--- config.mk ---
export PLATFORM = sky130hd
export DESIGN_NAME = phase_sequencer
export DESIGN_NICKNAME = d
export VERILOG_FILES = /design/src/rtl/phase_seq_pkg.sv /design/src/rtl/phase_sequencer_timer.sv /design/src/rtl/phase_sequencer.sv
export SDC_FILE = /design/constraint.sdc
export NUM_CORES = 1
export LEC_CHECK = 0
export ABC_CLOCK_PERIOD_IN_PS = 4800
export CORE_MARGIN = 3
export CORE_UTILIZATION = 40
export CTS_BUF_LIST = sky130_fd_sc_hd__clkbuf_16
export DETAILED_ROUTE_END_ITERATION = 8
export GPL_ROUTABILITY_DRIVEN = 0
export GPL_TIMING_DRIVEN = 0
export PLACE_DENSITY_LB_ADDON = 0.15
export SLEW_MARGIN = 20
export SYNTH_ARGS = -nofsm -noshare
export SYNTH_HDL_FRONTEND = slang
export SYNTH_SLANG_ARGS = --single-unit
--- constraint.sdc ---
create_clock -name i_CLOCK -period 4.8 [get_ports i_CLOCK]
set_input_delay 0.48 -clock i_CLOCK [delete_from_list [all_inputs] [get_ports i_CLOCK]]
set_output_delay 0.48 -clock i_CLOCK [all_outputs]
set_load 0.01 [all_outputs]
--- src/rtl/phase_seq_pkg.sv ---
// Phase sequencer shared definitions.
// FSM state encoding and the phase-count ceiling.
package phase_seq_pkg;

    typedef enum logic {
        IDLE = 1'b0,
        RUN  = 1'b1
    } state_t;

    localparam int MAX_PHASES = 8;

endpackage

--- src/rtl/phase_sequencer_timer.sv ---
// Per-phase dwell counter with latched length.
// Load restarts at dwell 0, hold freezes, tc marks len-1.
module phase_timer #(
    parameter int CNT_W = 4
) (
    input  logic             i_clk,
    input  logic             i_rst_n,
    input  logic             i_load,
    input  logic             i_hold,
    input  logic [CNT_W-1:0] i_len,
    output logic             o_tc
);
    logic [CNT_W-1:0] r_len;
    logic [CNT_W-1:0] r_dwell;
    logic [CNT_W-1:0] w_len_eff;

    assign w_len_eff = (i_len == '0) ? CNT_W'(1) : i_len;
    assign o_tc      = (r_dwell == r_len - 1'b1);

    // latch length on phase entry, otherwise count unless held
    always_ff @(posedge i_clk or negedge i_rst_n) begin
        if (!i_rst_n) begin
            r_len   <= CNT_W'(1);
            r_dwell <= '0;
        end else if (i_load) begin
            r_len   <= w_len_eff;
            r_dwell <= '0;
        end else if (!i_hold && !o_tc) begin
            r_dwell <= r_dwell + 1'b1;
        end
    end
endmodule

--- src/rtl/phase_sequencer.sv ---
// Multi-phase machine-cycle sequencer, IDLE/RUN FSM.
// Stall freezes everything; stop only at the last-phase boundary.
module phase_sequencer
    import phase_seq_pkg::*;
#(
    parameter int NUM_PHASES = 3,
    parameter int CNT_W      = 4,
    parameter int CYC_W      = 16,
    parameter int SW         = (NUM_PHASES > 1) ? $clog2(NUM_PHASES) : 1
) (
    input  logic                  i_CLOCK,
    input  logic                  i_RESET_N,
    input  logic                  i_ENABLE,
    input  logic                  i_MODE,
    input  logic                  i_STEP,
    input  logic                  i_STALL,
    input  logic [CNT_W-1:0]      i_LEN,
    output logic [NUM_PHASES-1:0] o_PHASE,
    output logic [SW-1:0]         o_STATE,
    output logic                  o_CYCLE_START,
    output logic                  o_BUSY,
    output logic [CYC_W-1:0]      o_CYCLES
);
    localparam logic [SW-1:0]         LAST = SW'(NUM_PHASES - 1);
    localparam logic [NUM_PHASES-1:0] PH0  = NUM_PHASES'(1);

    if (NUM_PHASES < 2 || NUM_PHASES > MAX_PHASES) begin : g_bad_np
        $error("NUM_PHASES out of range 2..8");
    end

    state_t                r_state;
    logic [NUM_PHASES-1:0] r_phase;
    logic [SW-1:0]         r_idx;
    logic                  r_cstart;
    logic [CYC_W-1:0]      r_cycles;

    logic w_idle;
    logic w_go;
    logic w_tc;
    logic w_last;
    logic w_stop;
    logic w_load;
    logic w_hold;

    assign w_idle = (r_state == IDLE);
    assign w_go   = i_ENABLE & (~i_MODE | i_STEP) & ~i_STALL;
    assign w_last = (r_idx == LAST);
    assign w_stop = i_MODE | ~i_ENABLE;
    assign w_load = (w_idle & w_go) | (~w_idle & ~i_STALL & w_tc);
    assign w_hold = w_idle | i_STALL;

    phase_timer #(
        .CNT_W (CNT_W)
    ) u_timer (
        .i_clk   (i_CLOCK),
        .i_rst_n (i_RESET_N),
        .i_load  (w_load),
        .i_hold  (w_hold),
        .i_len   (i_LEN),
        .o_tc    (w_tc)
    );

    // FSM, phase strobe, cycle-start pulse and cycle counter
    always_ff @(posedge i_CLOCK or negedge i_RESET_N) begin
        if (!i_RESET_N) begin
            r_state  <= IDLE;
            r_phase  <= '0;
            r_idx    <= '0;
            r_cstart <= 1'b0;
            r_cycles <= '0;
        end else begin
            r_cstart <= 1'b0;
            case (r_state)
                IDLE: begin
                    if (w_go) begin
                        r_state  <= RUN;
                        r_idx    <= '0;
                        r_phase  <= PH0;
                        r_cstart <= 1'b1;
                    end
                end
                RUN: begin
                    if (!i_STALL && w_tc) begin
                        if (!w_last) begin
                            r_idx   <= r_idx + 1'b1;
                            r_phase <= r_phase << 1;
                        end else begin
                            r_cycles <= r_cycles + 1'b1;
                            if (w_stop) begin
                                r_state <= IDLE;
                                r_phase <= '0;
                            end else begin
                                r_idx    <= '0;
                                r_phase  <= PH0;
                                r_cstart <= 1'b1;
                            end
                        end
                    end
                end
            endcase
        end
    end

    assign o_PHASE       = r_phase;
    assign o_STATE       = r_idx;
    assign o_CYCLE_START = r_cstart;
    assign o_BUSY        = (r_state == RUN);
    assign o_CYCLES      = r_cycles;
endmodule

* Yosys cells after proc, flatten, opt, wreduce, memory -nomap -nowiden
Index checks and enable logic that the tools add are counted.
Storage, ports and cells: bits in latches 0, flip-flop bits (word level) 31, memories kept 0, memory bits (read-only) 0, output and inout bits 23, word-level logic and storage cells 60, bits in writable memories 0, bits of input ports 10
Cells by class: shift operators 0, multipliers 0, divide/modulo/power cells 0, reduce and logical (&&, ||, !) cells 10, $lt $le $gt $ge 0, equal/unequal tests 5, bitwise logic cells 13, muxes and demuxes 21, add/subtract/negate cells 4
Operator list (count):
- $add 16x1->16 const B | 1
- $mux 4 | 3
- $mux 3 | 3
- $mux 2 | 4
- $mux 1 | 7
- $pmux 3 s2 | 1
- $reduce_and 3->1 | 2
- $and 1x1->1 | 5
- $add 4x1->4 const B | 1
- $eq 4x4->1 | 1
- $logic_not 4->1 | 1
- $ne 2x1->1 const B | 2
- $not 1->1 | 4
- $or 1x1->1 | 4
- $pmux 1 s2 | 2
- $pmux 2 s2 | 1
- $sub 4x1->4 const B | 1
- $logic_not 1->1 | 3
- $ne 3x3->1 const B | 1
- $add 2x1->2 const B | 1
- $eq 2x2->1 const B | 1
- $logic_and 1x1->1 | 2
- $reduce_and 2->1 | 1
- $reduce_bool 2->1 | 1

* Depth between registers and ports, before layout
depth in word-level cells 7, gate-level depth with buffers 8, mapped depth without buffers 7

* Cells and area by module
Synthesis repeated with hierarchy kept, for this count alone.
Second synthesis, totals: cell total of the unflattened synthesis 156, area total of the unflattened synthesis 1652.8 sq um
Modules (own cells, without submodules):
- phase_sequencer | instances 1, area an instance 1109.8 sq um, seq. area each 575.6 sq um, cells each 99
- phase_timer | instances 1, area an instance 543.0 sq um, seq. area each 201.4 sq um, cells each 57

* Least setup slack after synthesis
OpenSTA, ideal clock, no wires.
path kind flip-flop to flip-flop, from register u_timer.r_len[0], to register r_phase[0], in the netlist o_PHASE[0], setup time 0.086 ns, period minus slack after synthesis 2.241 ns, path slack 2.559 ns, arrival time 2.155 ns, stages on the path, launching flop included 9, path buffers 1, data required time 4.714 ns, cells stage by stage dfstp_2 > inv_1 > ha_1 > xnor3_2 > nand4_4 > or2_1 > buf_2 > or3_1 > a32oi_1
Between the ends: word-level cells in the longest chain between the ends 5
Ends and longest elaborated chain:
- start, declared | RTL line phase_sequencer_timer.sv:13 | logic [CNT_W-1:0] r_len;
- start signal, assigned | RTL line phase_sequencer_timer.sv:26 | r_len <= w_len_eff;
- $sub 4x1->4 | RTL line phase_sequencer_timer.sv:18 | assign o_tc = (r_dwell == r_len - 1'b1);
- $eq 4x4->1 | RTL line phase_sequencer_timer.sv:18
- $logic_and 1x1->1 | RTL line phase_sequencer.sv:83 | if (!i_STALL && w_tc) begin
- $ne 2x1->1 (no source line)
- $reduce_and 2->1 (no source line)
- end signal, assigned | RTL line phase_sequencer.sv:86 | r_phase <= r_phase << 1;
- end, declared | RTL line phase_sequencer.sv:32 | logic [NUM_PHASES-1:0] r_phase;
Every way passes these cells. A chain may end at the register's enable or synchronous reset.

* Worst setup path in the final report
from register u_timer.r_len[0], to register r_cycles[1], in the netlist o_CYCLES[1]
Between the ends: word-level cells in the longest chain between the ends 4
Ends and longest elaborated chain:
- $sub 4x1->4 | RTL line phase_sequencer_timer.sv:18
- $eq 4x4->1 | RTL line phase_sequencer_timer.sv:18
- $logic_and 1x1->1 | RTL line phase_sequencer.sv:83
- $reduce_and 3->1 (no source line)
- end signal, assigned | RTL line phase_sequencer.sv:88 | r_cycles <= r_cycles + 1'b1;
- end, declared | RTL line phase_sequencer.sv:35 | logic [CYC_W-1:0] r_cycles;
Every way passes these cells.

==> results by group <==
Status
  • Status: finished clean

Setup path
  • Buf/Inv on CP: 1
  • Sequence of cells on the critical path: inv_1 > ha_1 > xnor3_2 > nand4_4 > nor3_1 > mux2_2
  • Slowest-stage cell, CP: dfstp_2
  • CP startpoint kind: flip-flop
  • Worst path required time: 4.95 ns
  • CP max FO: 7
  • Crit path largest cell delay: approximately 0.56 ns
  • Setup CP Type: flip-flop to flip-flop
  • Crit-path leading delay family: simple AND/OR/NAND/NOR gates
  • Setup crit end kind: flip-flop
  • WP data arrival: ~2.6 ns

Logic synthesis
  • Seq/Total Area, Yosys: between 40% and 50%
  • Mapped Avg Cell Area: between 10 and 15 µm²
  • Post-synthesis adder-cell area fraction: about 2.4%
  • Xor/xnor share of the synthesized area: 14.03%
  • Post-synthesis mux area share: under 10%
  • Share of the synthesized area in the top cell type: 47.28%
  • Post-synthesis register bit count: 31
  • Dominant synthesized flop cell: dfrtp_1
  • Cells after Synth: approximately 150
  • Synth area leaders: dfrtp_1 47%, xnor2_1 5.5%, xor2_1 5.0%
  • Simple-Gate Fraction of Synth Area: 21.20%
  • Synth Area in Compound Gates: around 7.2%
  • Count leader, synth: dfrtp_1
  • Synth top cells by count: 30 x dfrtp_1, 14 x nand2_1, 11 x nand3_1
  • Largest area contributor in the netlist: dfrtp_1
  • Yosys cell types: 38
  • Ys Warns: 0
  • Largest family of logic cells by synthesized area: simple AND/OR/NAND/NOR gates
  • Mapped cell area: between 1500 and 2000 µm²
  • Number of flops mapped to enable cells by yosys: 0
  • Post-Syn Nets: around 160
  • Post-synthesis async set-or-reset flop share: 100.0%

Clock tree
  • TritonCTS clock tree: built
  • Cts hold-fix bufs: 0
  • Setup bufs post-CTS: 0
  • Clk sinks: 31
  • Clock latency at the later pin of the worst-skew pair: 0.27 ns
  • CTS Buf Count: 5
  • Maximum clock path buffer count: 2
  • Clock-pin slew on the worst setup and hold paths: ~0.05 ns
  • H-tree depth: 2
  • Post_cts resized: 0
  • Root Buffer Master: clkbuf_16

GRT
  • Met2 Usage GRT: a little under a quarter
  • First-pass GRT wire length: approximately 5.5 mm
  • Vias in the first global route: roughly 1200
  • Initial antenna violation count: 0
  • Largest net degree at the start of global routing: 32
  • Gr ovfl total: 0
  • Met1 GRT Util: between 10% and 20%
  • Total GRT Usage: 14.33%
  • Met3 Track Usage GR: 3.936%
  • Global route hottest layer: met2

Timing
  • Max Freq: ~410 MHz
  • Worst Clk Skew: between 0.006 and 0.007 ns
  • RSZ-0062 raised after global routing: no
  • Max-slew headroom: between 50% and 60%
  • Worst slew pin tran: 0.6800 ns
  • Setup TNS: 0 ns
  • Final Hold Fails: 0
  • Final setup viols: 0
  • Final worst path period share: around 50%
  • Slew Limit Fails: 0
  • Final worst path period need: approximately 2.5 ns

Route
  • Initial drt markers: 55
  • Total number of vias: about 1200
  • First-pass DRT Iterations: 4
  • Final WL: between 3 and 4 mm
  • DR DRC count: 0
  • Antenna Violating Nets Remaining: 0
  • Drt wl/cell: 13.87 µm
  • Vias per cell: 5.103

Pwr
  • Leak: just over 0.9 nW
  • PwrDens: 503.3 nW/µm²
  • Peak supply drop: 0.0002458 V

Die
  • Initial Util: 42.41%
  • Row Count: 22
  • Die Y: between 60 and 70 µm
  • Core area: approximately 3700 µm²
  • Die X: between 60 and 70 µm
  • IO Pins: 33
  • Area of the die: 4762 µm²

Finish
  • Finished Layout Cells: 233
  • Layout area overhead: 32.07%
  • Fraction of layout cells with a size suffix above 1: 12.43%
  • Ant diodes: 0
  • NumNets Final: about 200

Placed design
  • PortBufs: 32
  • Final HPWL DP: around 2.3 mm
  • Placed cell count: between 200 and 250

Hold path
  • Worst Hold Class: primary input to asynchronous set/reset pin

Flow run
  • Max-cap violation count: 0
-- stage by stage --
step | cell area, µm² | worst slack (ns) | util [%] | power, mW | hold slack, ns
after floorplan | 1588 | 2.559 | - | 0.6476 | 0.1844
after global placement | 1968 | 2.371 | 52.57 | 0.7518 | 0.4564
after detailed placement | 1963 | 2.328 | 52.44 | 0.7727 | 0.4699
after CTS | 2097 | 2.311 | 56.02 | 1.066 | 0.2772
after global routing | 2097 | 2.213 | 56.02 | 1.124 | 0.3131
final | 2097 | 2.342 | 56.02 | 1.055 | 0.2481
-- power by group --
part           leakage [nW]  total [mW]  internal [mW]  switching, mW
clock network        0.0671       0.288          0.186          0.102
registers             0.405       0.392          0.323         0.0691
logic                 0.447       0.376          0.189          0.187
total                 0.920        1.06          0.697          0.358
-- final timing paths --
check	slack, ns	end	cells past startpoint	startpoint
setup reg to reg	2.34	o_CYCLES[1]	6	u_timer.r_len[0]
min in group i_CLOCK	0.47	o_CYCLES[15]	1	o_CYCLES[15]
max in group asynchronous	4.10	u_timer.r_len[3]	1	i_RESET_N
hold reg to reg	0.47	o_CYCLES[15]	1	o_CYCLES[15]
hold / removal	0.25	o_CYCLES[6]	1	i_RESET_N
setup / recovery	2.34	o_CYCLES[1]	6	u_timer.r_len[0]
-- worst register-to-register path: cells and delay by family, from the launching register on --
kind / cells / cell delay (ns)
DFF: 1 / 0.56
adders and majority gates: 1 / 0.19
and+or+nand+nor: 2 / 0.71
muxes: 1 / 0.41
buffers and inverters: 1 / 0.07
xor gates and xnor gates: 1 / 0.41
-- routing by layer --
metal	vias to the layer above	part of all wire, %
met1	566	44
met5	-	0
met2	29	49
met3	5	4.8
li1	589	-
met4	0	1.6
-- cells by family after synthesis --
kind of cell / after synthesis
simple gates: 56
flops: 31
xor+xnor: 22
compound gates: 18
buf+inv: 11
mux: 5
fa+ha+maj: 3
-- sequential cells by signal, summed over array words and instances (netlist names) --
register	cells
o_BUSY	1
o_CYCLES	16
o_CYCLE_START	1
o_PHASE	3
o_STATE	2
u_timer.r_dwell	4
u_timer.r_len	4
-- placed cells by master (no fill, tap or decap), types with 2 or more instances in the layout --
cell,n
clkbuf_1,2
mux2_2,5
o21ai_0,5
ha_1,3
nor3_1,5
nor2b_1,3
o211ai_1,2
nand2_1,14
nand4_1,5
nor3_2,2
dfrtp_1,30
a21oi_1,4
xnor2_1,10
buf_2,2
xor2_1,9
xnor2_2,2
nand3_1,11
nor2_1,5
nand2b_1,2
inv_1,8
clkbuf_16,5
clkdlybuf4s50_1,31
-- layout make-up --
class	count	area, µm²
clock buffers	5	125.1
flip-flops and latches	31	777.0
plain buffers	3	12.51
multi-input cells	104	768.2
fillers	338	1647
repair buffers	32	315.3
well taps	48	60.06
inverters	8	30.03
clock inverters	2	8.758
Power figures use the tool's default switching activity.
